===== src/rtl/playback_timer_pkg.sv =====
`default_nettype none
// ============================================================================
// Module   : playback_timer_pkg
// Purpose  : Shared types and BCD mm:ss arithmetic for the playback timer.
// Revision : 1.0 - initial release
// ============================================================================
package playback_timer_pkg;

    localparam int MAX_MIN_DIGITS = 8;
    localparam int MAX_TIME_W     = 4 * (MAX_MIN_DIGITS + 2);

    typedef logic [3:0]            bcd_digit_t;
    typedef logic [MAX_TIME_W-1:0] bcd_time_t;

    typedef enum logic [0:0] {
        RUN  = 1'b0,
        SEEK = 1'b1
    } state_t;

    // Digit vector is {minute digits..., s1, s0}; only min_digits minute digits are live.
    function automatic bcd_time_t bcd_time_inc(input bcd_time_t t, input int min_digits);
        bcd_time_t  r;
        bcd_digit_t d;
        logic       carry;
        r     = t;
        carry = 1'b1;
        d     = t[3:0];
        if (d == 4'd9) begin
            r[3:0] = 4'd0;
        end else begin
            r[3:0] = d + 4'd1;
            carry  = 1'b0;
        end
        d = t[7:4];
        if (carry) begin
            if (d == 4'd5) begin
                r[7:4] = 4'd0;
            end else begin
                r[7:4] = d + 4'd1;
                carry  = 1'b0;
            end
        end
        for (int i = 0; i < MAX_MIN_DIGITS; i++) begin
            d = t[8+4*i +: 4];
            if (carry && (i < min_digits)) begin
                if (d == 4'd9) begin
                    r[8+4*i +: 4] = 4'd0;
                end else begin
                    r[8+4*i +: 4] = d + 4'd1;
                    carry         = 1'b0;
                end
            end
        end
        return r;
    endfunction

    function automatic bcd_time_t bcd_time_dec(input bcd_time_t t, input int min_digits);
        bcd_time_t  r;
        bcd_digit_t d;
        logic       borrow;
        r      = t;
        borrow = 1'b1;
        d      = t[3:0];
        if (d == 4'd0) begin
            r[3:0] = 4'd9;
        end else begin
            r[3:0] = d - 4'd1;
            borrow = 1'b0;
        end
        d = t[7:4];
        if (borrow) begin
            if (d == 4'd0) begin
                r[7:4] = 4'd5;
            end else begin
                r[7:4] = d - 4'd1;
                borrow = 1'b0;
            end
        end
        for (int i = 0; i < MAX_MIN_DIGITS; i++) begin
            d = t[8+4*i +: 4];
            if (borrow && (i < min_digits)) begin
                if (d == 4'd0) begin
                    r[8+4*i +: 4] = 4'd9;
                end else begin
                    r[8+4*i +: 4] = d - 4'd1;
                    borrow        = 1'b0;
                end
            end
        end
        return r;
    endfunction

    function automatic bcd_time_t bcd_time_max(input int min_digits);
        bcd_time_t r;
        r      = '0;
        r[3:0] = 4'd9;
        r[7:4] = 4'd5;
        for (int i = 0; i < MAX_MIN_DIGITS; i++) begin
            if (i < min_digits) begin
                r[8+4*i +: 4] = 4'd9;
            end
        end
        return r;
    endfunction

    function automatic logic bcd_time_eq(input bcd_time_t a, input bcd_time_t b);
        return (a == b);
    endfunction

endpackage
`default_nettype wire


===== src/rtl/playback_timer_tick_prescaler.sv =====
`default_nettype none
// ============================================================================
// Module   : tick_prescaler
// Purpose  : Divides clk by TICK_DIV into a one-cycle tick; phase held when en=0.
// Revision : 1.0 - initial release
// ============================================================================
module tick_prescaler #(
    parameter int TICK_DIV = 50_000_000
) (
    input  logic clk,
    input  logic reset,
    input  logic clr,
    input  logic en,
    output logic tick
);

    localparam int              CNT_W  = (TICK_DIV > 1) ? $clog2(TICK_DIV) : 1;
    localparam logic [CNT_W-1:0] c_LAST = CNT_W'(TICK_DIV - 1);

    logic [CNT_W-1:0] r_cnt;

    assign tick = en && (r_cnt == c_LAST);

    always_ff @(posedge clk) begin
        if (reset) begin
            r_cnt <= '0;
        end else if (clr) begin
            r_cnt <= '0;
        end else if (en) begin
            if (r_cnt == c_LAST) begin
                r_cnt <= '0;
            end else begin
                r_cnt <= r_cnt + CNT_W'(1);
            end
        end
    end

endmodule
`default_nettype wire


===== src/rtl/playback_timer.sv =====
`default_nettype none
// ============================================================================
// Module   : playback_timer
// Purpose  : BCD mm:ss elapsed-time counter with length limit and saturating
//            ready/valid seek. PLAYBACK_TIMER_REMAINING_EN adds a remaining-time output.
// Revision : 1.0 - initial release
// ============================================================================
module playback_timer
    import playback_timer_pkg::*;
#(
    parameter int TICK_DIV   = 50_000_000,
    parameter int MIN_DIGITS = 2,
    parameter int SEEK_W     = 8
) (
    input  logic                        clk,
    input  logic                        reset,
    input  logic                        count,
    input  logic                        load,
    input  logic [4*(MIN_DIGITS+2)-1:0] track_len,
    input  logic                        seek_valid,
    input  logic                        seek_dir,
    input  logic [SEEK_W-1:0]           seek_secs,
    output logic                        seek_ready,
`ifdef PLAYBACK_TIMER_REMAINING_EN
    output logic [4*(MIN_DIGITS+2)-1:0] remaining,
`endif
    output logic [3:0]                  seconds0,
    output logic [3:0]                  seconds1,
    output logic [4*MIN_DIGITS-1:0]     minutes,
    output logic                        done
);

    localparam int        TW         = 4 * (MIN_DIGITS + 2);
    localparam bcd_time_t c_MAX_FULL = bcd_time_max(MIN_DIGITS);

    state_t            r_state, w_state_nxt;
    logic [TW-1:0]     r_time, w_time_nxt;
    logic [TW-1:0]     r_len, w_len_nxt;
    logic              r_done, w_done_nxt;
    logic              r_pend, w_pend_nxt;
    logic              r_dir, w_dir_nxt;
    logic              r_ready;
    logic [SEEK_W-1:0] r_seek_cnt, w_cnt_nxt;

    logic      w_tick;
    logic      w_step_up, w_step_dn;
    logic      w_len_nz, w_at_max, w_at_zero;
    logic      w_inc_hits_len, w_inc_is_max, w_dec_is_zero, w_last_step;
    bcd_time_t w_inc_full, w_dec_full;

    tick_prescaler #(
        .TICK_DIV (TICK_DIV)
    ) u_prescaler (
        .clk   (clk),
        .reset (reset),
        .clr   (load),
        .en    (count & ~r_done),
        .tick  (w_tick)
    );

    assign w_inc_full     = bcd_time_inc(bcd_time_t'(r_time), MIN_DIGITS);
    assign w_dec_full     = bcd_time_dec(bcd_time_t'(r_time), MIN_DIGITS);
    assign w_len_nz       = (r_len != '0);
    assign w_at_max       = bcd_time_eq(bcd_time_t'(r_time), c_MAX_FULL);
    assign w_at_zero      = (r_time == '0);
    assign w_inc_hits_len = w_len_nz && bcd_time_eq(w_inc_full, bcd_time_t'(r_len));
    assign w_inc_is_max   = bcd_time_eq(w_inc_full, c_MAX_FULL);
    assign w_dec_is_zero  = (w_dec_full == '0);
    assign w_last_step    = (r_seek_cnt == SEEK_W'(1));

    always_comb begin
        w_state_nxt = r_state;
        w_time_nxt  = r_time;
        w_len_nxt   = r_len;
        w_done_nxt  = r_done;
        w_pend_nxt  = r_pend;
        w_dir_nxt   = r_dir;
        w_cnt_nxt   = r_seek_cnt;
        w_step_up   = 1'b0;
        w_step_dn   = 1'b0;
        if (load) begin
            w_len_nxt   = track_len;
            w_time_nxt  = '0;
            w_done_nxt  = 1'b0;
            w_pend_nxt  = 1'b0;
            w_cnt_nxt   = '0;
            w_state_nxt = RUN;
        end else begin
            case (r_state)
                RUN: begin
                    // A tick held over from a seek is merged with any live tick.
                    if (w_tick || r_pend) begin
                        w_pend_nxt = 1'b0;
                        if (!r_done && !w_at_max) begin
                            w_time_nxt = w_inc_full[TW-1:0];
                            w_step_up  = 1'b1;
                            w_done_nxt = w_inc_hits_len;
                        end
                    end
                    if (seek_valid && (seek_secs != '0)) begin
                        w_cnt_nxt   = seek_secs;
                        w_dir_nxt   = seek_dir;
                        w_state_nxt = SEEK;
                    end
                end
                SEEK: begin
                    if (w_tick) begin
                        w_pend_nxt = 1'b1;
                    end
                    w_cnt_nxt = r_seek_cnt - SEEK_W'(1);
                    if (!r_dir) begin
                        if (r_done || w_at_max) begin
                            w_state_nxt = RUN;
                        end else begin
                            w_time_nxt = w_inc_full[TW-1:0];
                            w_step_up  = 1'b1;
                            w_done_nxt = w_inc_hits_len;
                            if (w_inc_hits_len || w_inc_is_max || w_last_step) begin
                                w_state_nxt = RUN;
                            end
                        end
                    end else begin
                        if (w_at_zero) begin
                            w_state_nxt = RUN;
                        end else begin
                            w_time_nxt = w_dec_full[TW-1:0];
                            w_step_dn  = 1'b1;
                            w_done_nxt = 1'b0;
                            if (w_dec_is_zero || w_last_step) begin
                                w_state_nxt = RUN;
                            end
                        end
                    end
                end
                default: begin
                    w_state_nxt = RUN;
                end
            endcase
        end
    end

    always_ff @(posedge clk) begin
        if (reset) begin
            r_state    <= RUN;
            r_time     <= '0;
            r_len      <= '0;
            r_done     <= 1'b0;
            r_pend     <= 1'b0;
            r_dir      <= 1'b0;
            r_seek_cnt <= '0;
            r_ready    <= 1'b1;
        end else begin
            r_state    <= w_state_nxt;
            r_time     <= w_time_nxt;
            r_len      <= w_len_nxt;
            r_done     <= w_done_nxt;
            r_pend     <= w_pend_nxt;
            r_dir      <= w_dir_nxt;
            r_seek_cnt <= w_cnt_nxt;
            r_ready    <= (w_state_nxt == RUN);
        end
    end

    assign seek_ready = r_ready;
    assign seconds0   = r_time[3:0];
    assign seconds1   = r_time[7:4];
    assign minutes    = r_time[TW-1:8];
    assign done       = r_done;

`ifdef PLAYBACK_TIMER_REMAINING_EN
    logic [TW-1:0] r_rem, w_rem_nxt;
    bcd_time_t     w_rem_inc_full, w_rem_dec_full;
    logic          w_rem_unused;

    assign w_rem_inc_full = bcd_time_inc(bcd_time_t'(r_rem), MIN_DIGITS);
    assign w_rem_dec_full = bcd_time_dec(bcd_time_t'(r_rem), MIN_DIGITS);

    generate
        if (TW < MAX_TIME_W) begin : g_rem_narrow
            assign w_rem_unused = ^{w_rem_inc_full[MAX_TIME_W-1:TW],
                                    w_rem_dec_full[MAX_TIME_W-1:TW]};
        end else begin : g_rem_full
            assign w_rem_unused = 1'b0;
        end
    endgenerate

    // Remaining moves opposite to elapsed; an unlimited track keeps it at zero.
    always_comb begin
        w_rem_nxt = r_rem;
        if (load) begin
            w_rem_nxt = track_len;
        end else if (w_len_nz) begin
            if (w_step_up) begin
                w_rem_nxt = w_rem_dec_full[TW-1:0];
            end else if (w_step_dn) begin
                w_rem_nxt = w_rem_inc_full[TW-1:0];
            end
        end
    end

    always_ff @(posedge clk) begin
        if (reset) begin
            r_rem <= '0;
        end else begin
            r_rem <= w_rem_nxt;
        end
    end

    assign remaining = r_rem;
`else
    logic w_step_unused;
    assign w_step_unused = w_step_up ^ w_step_dn;
`endif

endmodule
`default_nettype wire


===== config.mk =====
export PLATFORM = sky130hd
export DESIGN_NAME = playback_timer
export DESIGN_NICKNAME = d
export VERILOG_FILES = /design/src/rtl/playback_timer_pkg.sv /design/src/rtl/playback_timer_tick_prescaler.sv /design/src/rtl/playback_timer.sv
export SDC_FILE = /design/constraint.sdc
export NUM_CORES = 1
export LEC_CHECK = 0
export CAP_MARGIN = 40
export CORE_MARGIN = 10
export CORE_UTILIZATION = 50
export CTS_CLUSTER_DIAMETER = 200
export DETAILED_ROUTE_END_ITERATION = 10
export PLACE_DENSITY_LB_ADDON = 0.05
export SLEW_MARGIN = 20
export SYNTH_ARGS = -nofsm -noshare
export SYNTH_HDL_FRONTEND = slang
export SYNTH_SLANG_ARGS = --single-unit

===== constraint.sdc =====
create_clock -name clk -period 2.3 [get_ports clk]
set_clock_uncertainty 0.2 [all_clocks]
set_input_delay 0.345 -clock clk [delete_from_list [all_inputs] [get_ports clk]]
set_output_delay 0.345 -clock clk [all_outputs]
set_load 0.005 [all_outputs]

==> results.yml, run 1 <==
sta:
  worstMarginPinSlew_ps: 570
  min_period_over_period_pct: 103
  worst_slack_ps: -67.2
  rsz0062_at_grt: "yes"
  maxSlewHeadroom_pct: 61.5
  hold_viol: 0
  drv_slew: 0
  setup_viol: 2
  layout_min_cycle_time_ps: 2370
  fmax_ghz: 0.422
  tns_ps: -69.8
place:
  pre_cts_ws_ps: -354
  finalWeightedCongestion: 0.845
  portBuffers: 47
  dp_hpwl_um: 9300
global_route:
  grt_max_degree: 26
  grt.overflow.total: 0
  antenna_found_initial: 0
  track_usage_pct: 19.2
  grt_pass1_wl_um: 20700
  grt_pass1_vias: 4378
logic_synthesis:
  synth-main-ff-cell: "dfxtp_1"
  synth-edff-count: 0
  syn_area_um2: 4350
  ys_ff_latch: 71
  syn_area_per_cell_um2: 8.04
  syn_nets: 574
  synthCells: 541
  async_reset_ff_share_pct: 0
  synth-seq-area-share_pct: 32.7
  ys_warn_count: 0
  yosysUniqueCellTypes: 78
detailed_routing:
  routed_wl_um: 12900
  drtIter0Drc: 236
  drc: 0
  wire_per_inst_um: 16.4
  routed_via_density: 5.75
  ant_nets: 0
  vias: 4510
  drtPass1Iterations: 5
critical_path:
  path_cells: "buf_6 -> and3b_2 -> buf_4 -> nand4_1 -> buf_4 -> or3_1 -> nand4b_1 -> a211oi_2 -> nand4_1 -> o21a_1"
  r2r_end: "r_state$_SDFF_PP0_"
  required_ps: 2350
  timing.rr.start: "r_time[2]$_SDFFE_PP0P_"
  cp_slowest_stage_delay_ps: 350
  critPathKind: "reg -> reg"
  cpLargestDelayFamily: "simple AND/OR/NAND/NOR gates"
  reg2reg_depth: 10
  end_kind: "register"
  reg2reg_slack_ps: -70
  cp.arrival_ps: 2420
  worstSetupStartpointType: "register"
  worstPathBufferInverterCount: 3
  slowest_stage: "dfxtp_2"
  path_max_fanout: 5
final_layout:
  final_layout_size_suffix_gt1_share_pct: 28.4
  nets: 708
  final_util_pct: 74.3
  syn_to_final_growth_pct: 42.4
  n_antenna_cell: 0
status:
  status: "complete, but fails checks"
  violations: "setup timing"
floorplanning:
  die_h_um: 113
  initial_core_util_pct: 52.2
  num_io_pins: 48
  die-area_um2: 12800
  rows: 33
  die_x_um: 113
  design.core.area_um2: 8340
clock_network:
  cts_root_buffer: "clkbuf_8"
  clk_latency_ps: 350
  cts.path.max_buffers: 2
  cts_tree: "built"
  clock_sinks: 71
  h-tree-depth: 3
  ctsHoldBuffers: 0
  cts_buffers: 9
  clk_pin_slew_worst_paths_ps: 80
power:
  power_density_nw_per_um2: 448
  ir_worst_vdd_mv: 0.388
  p_leak_uw: 0.00234
run:
  maxCapViolations: 0
hold_path:
  hold_path.class: "reg -> reg"
  hold_end: "r_seek_cnt[7]$_SDFFE_PP0P_"
  holdPathStages: 1
  min_from: "r_seek_cnt[7]$_SDFFE_PP0P_"
## layer usage
layer	global-route usage, %	wire, um
met1	23.5	5610
met2	32.3	6370
met3	3.91	578
met4	7.11	327
met5	0	0
## timing repair
item	4_1_cts	5_1_grt
setup buffers	2	6
pin swaps	4	25
hold endpoints to repair	0	0
resized for setup	18	46
setup endpoints to repair	17	24
gates cloned	0	1
## synthesized netlist by cell type (all sizes together) (3+ instances only)
cell     count  area [um^2]
or2          3         18.8
nand4b       6         52.6
nand3       27          140
ha           3         37.5
a22oi        3         22.5
nor3b        4         30.0
nor3        18          111
a32oi        4         35.0
dfxtp       71         1420
a31o         4         35.0
nor2        81          307
nor4        12         90.1
and3        10         62.6
xnor2       26          228
o21ai       25          129
a211oi      10         80.1
nand4       13         87.6
inv         12         45.0
o22ai        7         43.8
clkbuf      23         86.3
a21oi       27          143
buf         11         65.1
mux2i       22          220
nand3b       5         41.3
xor2        18          158
a2111oi      3         40.0
nand2       35          134
o41ai        3         26.3
nor2b        5         33.8
nand2b       6         40.0
a31oi        4         31.3
or3          7         48.8
nor4bb       4         40.0
## power breakdown
group,switching (uW),total [uW],internal (uW)
clock,510,1120,612
sequential,35.4,1290,1260
combinational,170,364,194
total,716,2780,2060
## kinds of logic after synthesis
kind of cell	count (synthesis)	share of synthesized area, %
compound gates	108	17.3
xor+xnor	44	8.86
fa+ha+maj	3	0.863
buf+inv	46	4.51
flops	71	32.7
mux	22	5.06
simple gates	247	30.7
## worst max path at each step
stage / startpoint / to / cells after the start / slack (ps)
detailed placement: count / r_time[11]$_SDFFE_PP0P_ / 8 / -350
floorplan: r_time[4]$_SDFFE_PP0P_ / r_time[13]$_SDFFE_PP0P_ / 9 / 110
finish: r_time[2]$_SDFFE_PP0P_ / r_state$_SDFF_PP0_ / 10 / -70
global placement: count / r_time[11]$_SDFFE_PP0P_ / 8 / -320
CTS: r_time[2]$_SDFFE_PP0P_ / r_state$_SDFF_PP0_ / 9 / -20
global route: r_time[0]$_SDFFE_PP0P_ / r_state$_SDFF_PP0_ / 7 / -150
## cells in the final DEF (no fill, tap or decap), types with 4 or more instances in the layout
master,instances
buf_4,104
nor2_1,80
dfxtp_1,60
clkdlybuf4s50_1,47
nand2_1,34
xnor2_1,25
nand3_1,23
a21oi_1,22
mux2i_1,22
o21ai_0,17
xor2_1,17
nor3_1,13
nand4_1,12
inv_1,11
and3_1,10
clkbuf_8,9
dfxtp_2,9
a211oi_1,8
nor4_1,8
o22ai_1,7
nand4b_1,6
or3_1,6
o21ai_1,6
nand2b_1,5
nand3b_1,4
a32oi_1,4
a21oi_2,4
## registers in the layout (all words and copies together) (netlist names)
register,cells
r_state,1
r_pend,1
r_dir,1
seek_ready,1
r_time,16
r_seek_cnt,8
u_prescaler.r_cnt,26
done,1
r_len,16
## per-stage QoR
stage               hold WS, ps  instances  power (uW)  cell area (um^2)
finish                      280        785        2780              6190
global route                320        785        2880              6190
CTS                         277        778        2770              5900
detailed placement          265        760        1650              5590
global placement            255        760        1640              5590
floorplan                   243        541        1490              4350
## worst register-to-register path, delay by kind of cell (launching register included)
kind,cells,cell delay (ps)
and+or+nand+nor,5,810
AOI/OAI and AO/OA,2,510
buffers and inverters,3,400
DFF,1,350
## final cells by class
cell class	count	area [um^2]
multi-input cells	424	3010
fillers	637	2150
flip-flops and latches	71	1440
repair buffers	157	1350
well taps	105	131
clock buffers	9	124
clock inverters	7	96.3
inverters	12	45.0
No activity file was read; power rests on OpenSTA's default activity.
==> inputs of run 2 (changes only) <==
Settings changed: CORE_MARGIN 10 to 4, SKIP_CTS_REPAIR_TIMING set to 1, SLEW_MARGIN 20 to 25.
==> run 2 against run 1 <==
Compared with the run above:
- the run still ends with setup timing left
- critical endpoint unchanged
- combinational power is essentially flat
- cell count stayed put
- first-iteration DRC count up 0.42%
- non-clock buffer count unchanged
- design area is 0.10% lower
- sequential power about the same
- total power increased by 0.21%
- clock power hardly changed
- utilization down 0.075 points
- sequential cell count unchanged
- wire length fell by 2.3%
- largest cell class unchanged
- highest routed layer unchanged
==> results.yml, run 2 (synthesized netlist as in run 1, its figures left out) <==
floorplanning:
  design.core.area_um2: 8340
  die_h_um: 101
  num_io_pins: 48
  die_x_um: 101
  rows: 33
  die-area_um2: 10300
  initial_core_util_pct: 52.2
power:
  pwr-share-comb_pct: 13.1
  power.switching_uw: 697
  internal_power_uw: 2080
  seqPwrFrac_pct: 46.3
  netSwitchingFraction_pct: 25.1
  power_density_nw_per_um2: 450
  p_leak_uw: 0.00235
  clkPwrFrac_pct: 40.5
  ir_worst_vdd_mv: 0.303
sta:
  rsz0062_at_grt: "yes"
  drv_slew: 0
  layout_min_cycle_time_ps: 2470
  worst_slack_ps: -169
  hold_viol: 0
  maxSlewHeadroom_pct: 65.0
  worstMarginPinSlew_ps: 518
  fmax_ghz: 0.405
  setup_viol: 10
  min_period_over_period_pct: 107
place:
  portBuffers: 47
  dpl_cell_area_um2: 5590
  finalWeightedCongestion: 0.904
  pre_cts_ws_ps: -342
  dp_hpwl_um: 9120
detailed_routing:
  drtPass1Iterations: 5
  drc: 0
  vias: 4473
  routed_via_density: 5.70
  wire_per_inst_um: 16.0
  ant_nets: 0
  routed_wl_um: 12600
  drtIter0Drc: 237
status:
  violations: "setup timing"
  status: "complete, but fails checks"
global_route:
  track_usage_pct: 24.1
  grt_pass1_vias: 4197
  antenna_found_initial: 0
  grt_max_degree: 26
  grt.overflow.total: 0
  grt_pass1_wl_um: 20000
clock_network:
  clk_pin_slew_worst_paths_ps: 80
  cts.path.max_buffers: 2
  clk_latency_ps: 350
  clock_sinks: 71
  cts_buffers: 9
  cts_tree: "built"
  h-tree-depth: 3
  cts_root_buffer: "clkbuf_8"
critical_path:
  worstPathBufferInverterCount: 1
  path_cells: "inv_2 -> o41ai_1 -> o21ai_1 -> a221o_1 -> a211oi_2 -> nand4_1 -> o21a_1"
  cpLargestDelayFamily: "compound AO/OA/AOI/OAI gates"
  cp.arrival_ps: 2520
  path_max_fanout: 5
  worstSetupStartpointType: "register"
  slowest_stage: "o41ai_1"
  end_kind: "register"
  required_ps: 2350
  critPathKind: "reg -> reg"
  cp_slowest_stage_delay_ps: 470
final_layout:
  n_antenna_cell: 0
  regMostFlops: "u_prescaler.r_cnt"
  largest_reg_flops: 26
  final_layout_size_suffix_gt1_share_pct: 29.0
  syn_to_final_growth_pct: 42.2
  final_common_cell: "buf_4"
  nets: 708
  finalInstanceArea_um2: 6190
  reg_top3: "u_prescaler.r_cnt (26), r_len (16), r_time (16)"
  layout_common_cells: "buf_4, nor2_1, dfxtp_1"
run:
  maxCapViolations: 0
hold_path:
  hold_path.class: "reg -> reg"
## run 2: power by group through the flow
stage,Clock (uW),Combinational (uW),Sequential (uW)
after detailed placement,0,330,1320
after global routing,1210,397,1290
after floorplan,0,183,1310
after global placement,0,321,1320
after CTS,1150,332,1290
final,1130,366,1290
## run 2: per-stage QoR
step | power [uW] | setup TNS, ps | util [%] | hold WS (ps) | std cells
floorplan | 1490 | 0 | - | 243 | 541
global placement | 1640 | -4940 | 67.1 | 255 | 761
detailed placement | 1650 | -6280 | 67.1 | 264 | 761
CTS | 2770 | -1220 | 69.7 | 275 | 777
global route | 2890 | -1760 | 74.2 | 314 | 785
finish | 2780 | -709 | 74.2 | 275 | 785
## run 2: path summary, 6_finish.rpt
kind	startpoint	depth (start not counted)	slack, ps	to
setup / recovery	r_time[6]$_SDFFE_PP0P_	7	-170	r_state$_SDFF_PP0_
hold / removal	r_seek_cnt[7]$_SDFFE_PP0P_	1	270	r_seek_cnt[7]$_SDFFE_PP0P_
setup reg to reg	r_time[6]$_SDFFE_PP0P_	7	-170	r_state$_SDFF_PP0_
hold reg to reg	r_seek_cnt[7]$_SDFFE_PP0P_	1	270	r_seek_cnt[7]$_SDFFE_PP0P_
## run 2: worst register-to-register path, cell delays in order, from the launching register on
cell	delay, ps
dfxtp_2	410
inv_2	70
o41ai_1	470
o21ai_1	150
a221o_1	360
a211oi_2	230
nand4_1	250
o21a_1	240
## run 2: area by class of cell
| cell class | count | area [um^2] |
|---|---|---|
| Inverter | 12 | 45.0 |
| Multi-Input combinational cell | 424 | 2980 |
| Fill cell | 674 | 2150 |
| Tap cell | 105 | 131 |
| Sequential cell | 71 | 1450 |
| Timing Repair Buffer | 157 | 1370 |
| Clock buffer | 10 | 138 |
| Clock inverter | 6 | 83.8 |
## run 2: per-layer routing
metal / vias up / track usage [%] / wire length [um]
met4: 0 / 8.28 / 212
li1: 2234 / - / -
met1: 2122 / 31.9 / 5790
met5: - / 0 / 0
met3: 17 / 4.48 / 502
met2: 100 / 39.5 / 6080
==> inputs of run 3 (changes only) <==
Settings changed: REMOVE_ABC_BUFFERS set to 1.
==> run 3 against run 2 <==
Compared with the run above:
- total power grew 2.4%
- clock-buffer cell count is 1 lower
- sequential power is essentially flat
- critical path depth rose by 2
- worst setup slack better by 17 ps
- sequential share of layout area is 0.34 points lower
- the run still ends with setup timing left
- clock power increased by 6%
==> results.yml, run 3 (synthesized netlist as in run 1, its figures left out) <==
status:
  status: "complete, but fails checks"
  violations: "setup timing"
clock_network:
  cts.path.max_buffers: 2
  cts_root_buffer: "clkbuf_8"
  cts_tree: "built"
  cts_buffers: 9
  clock_sinks: 71
  clk_latency_ps: 350
  h-tree-depth: 3
  clk_pin_slew_worst_paths_ps: 80
detailed_routing:
  vias: 4678
  ant_nets: 0
  routed_via_density: 5.83
  drtPass1Iterations: 5
  routed_wl_um: 12800
  drtIter0Drc: 309
  drc: 0
  wire_per_inst_um: 15.9
sta:
  min_period_over_period_pct: 107
  rsz0062_at_grt: "yes"
  worstMarginPinSlew_ps: 513
  layout_min_cycle_time_ps: 2450
  fmax_ghz: 0.408
  hold_viol: 0
  worst_slack_ps: -151
  maxSlewHeadroom_pct: 65.5
  drv_slew: 0
  setup_viol: 18
  worst_hold_slack_ps: 271
critical_path:
  startpoint: "r_time[3]$_SDFFE_PP0P_"
  cp.arrival_ps: 2530
  reg2reg_depth: 9
  path_max_fanout: 5
  critPathKind: "reg -> reg"
  worstSetupStartpointType: "register"
  timing.rr.start: "r_time[3]$_SDFFE_PP0P_"
  end_kind: "register"
  required_ps: 2380
final_layout:
  final_layout_size_suffix_gt1_share_pct: 28.1
  n_antenna_cell: 0
  final_common_cell: "buf_4"
  layout_common_cells: "buf_4, nor2_1, dfxtp_1"
  nets: 727
  regMostFlops: "u_prescaler.r_cnt"
  reg_top3: "u_prescaler.r_cnt (26), r_len (16), r_time (16)"
  largest_reg_flops: 26
  syn_to_final_growth_pct: 43.0
global_route:
  grt.overflow.total: 0
  grt_max_degree: 26
  grt_pass1_vias: 4335
  track_usage_pct: 24.7
  antenna_found_initial: 0
  grt_pass1_wl_um: 20500
floorplanning:
  die_h_um: 101
  initial_core_util_pct: 52.2
  rows: 33
  die_x_um: 101
  num_io_pins: 48
  die-area_um2: 10300
  design.core.area_um2: 8340
place:
  pre_cts_ws_ps: -294
  dp_hpwl_um: 9210
  finalWeightedCongestion: 0.896
  portBuffers: 47
hold_path:
  holdPathStages: 2
  min_from: "r_seek_cnt[5]$_SDFFE_PP0P_"
  hold_path.class: "reg -> reg"
power:
  ir_worst_vdd_mv: 0.336
  power_uw: 2850
  power_density_nw_per_um2: 458
  p_leak_uw: 0.00240
run:
  maxCapViolations: 0
## run 3: changes by cell type in the layout (fill, tap and decap cells not counted), sizes merged
cell and delta:
buf +20, clkinv -2, clkbuf -2, inv +1
bufinv +1
## run 3: layer usage
metal,part of all wire (%),vias up,GRT usage [%]
met5,0,-,0
met4,1.7,0,7.36
met3,5.7,25,3.58
met2,46,148,38.5
met1,47,2231,35.4
li1,-,2274,-
## run 3: where the power goes
group          switching (uW)  internal (uW)
registers                33.6           1260
clock network             482            714
logic                     173            190
## run 3: layout make-up
| class | count | area (um^2) |
|---|---|---|
| clock inverter | 6 | 109 |
| inverter | 12 | 45.0 |
| timing repair buffer | 176 | 1480 |
| multi-input combinational | 424 | 2900 |
| tap | 105 | 131 |
| fill | 655 | 2120 |
| clock buffer | 9 | 124 |
| sequential | 71 | 1430 |
## run 3: final timing paths
path,to,slack [ps]
worst max-delay path,r_time[14]$_SDFFE_PP0P_,-150
worst max register to register,r_time[14]$_SDFFE_PP0P_,-150
worst min-delay path,r_seek_cnt[5]$_SDFFE_PP0P_,270
worst min register to register,r_seek_cnt[5]$_SDFFE_PP0P_,270
## run 3: worst max-delay path, cell delays in order, from the launching register on
cell     delay (ps)
dfxtp_4         360
buf_6           120
or3_4           400
nor4_4          260
buf_4           200
nand2_4          80
nor3_4          200
a22oi_1         100
or3_1           330
a21oi_2         130
## run 3: per-stage QoR
stage          util (%)  std cells  setup TNS (ps)  cell area [um^2]
3_3_place_gp       68.1        773           -5730              5680
4_1_cts            70.9        788            -869              5920
6_report           74.6        803           -1460              6220
2_1_floorplan         -        507           -1080              4200
3_5_place_dp       68.1        773           -7280              5680
5_1_grt            74.6        803           -3180              6220
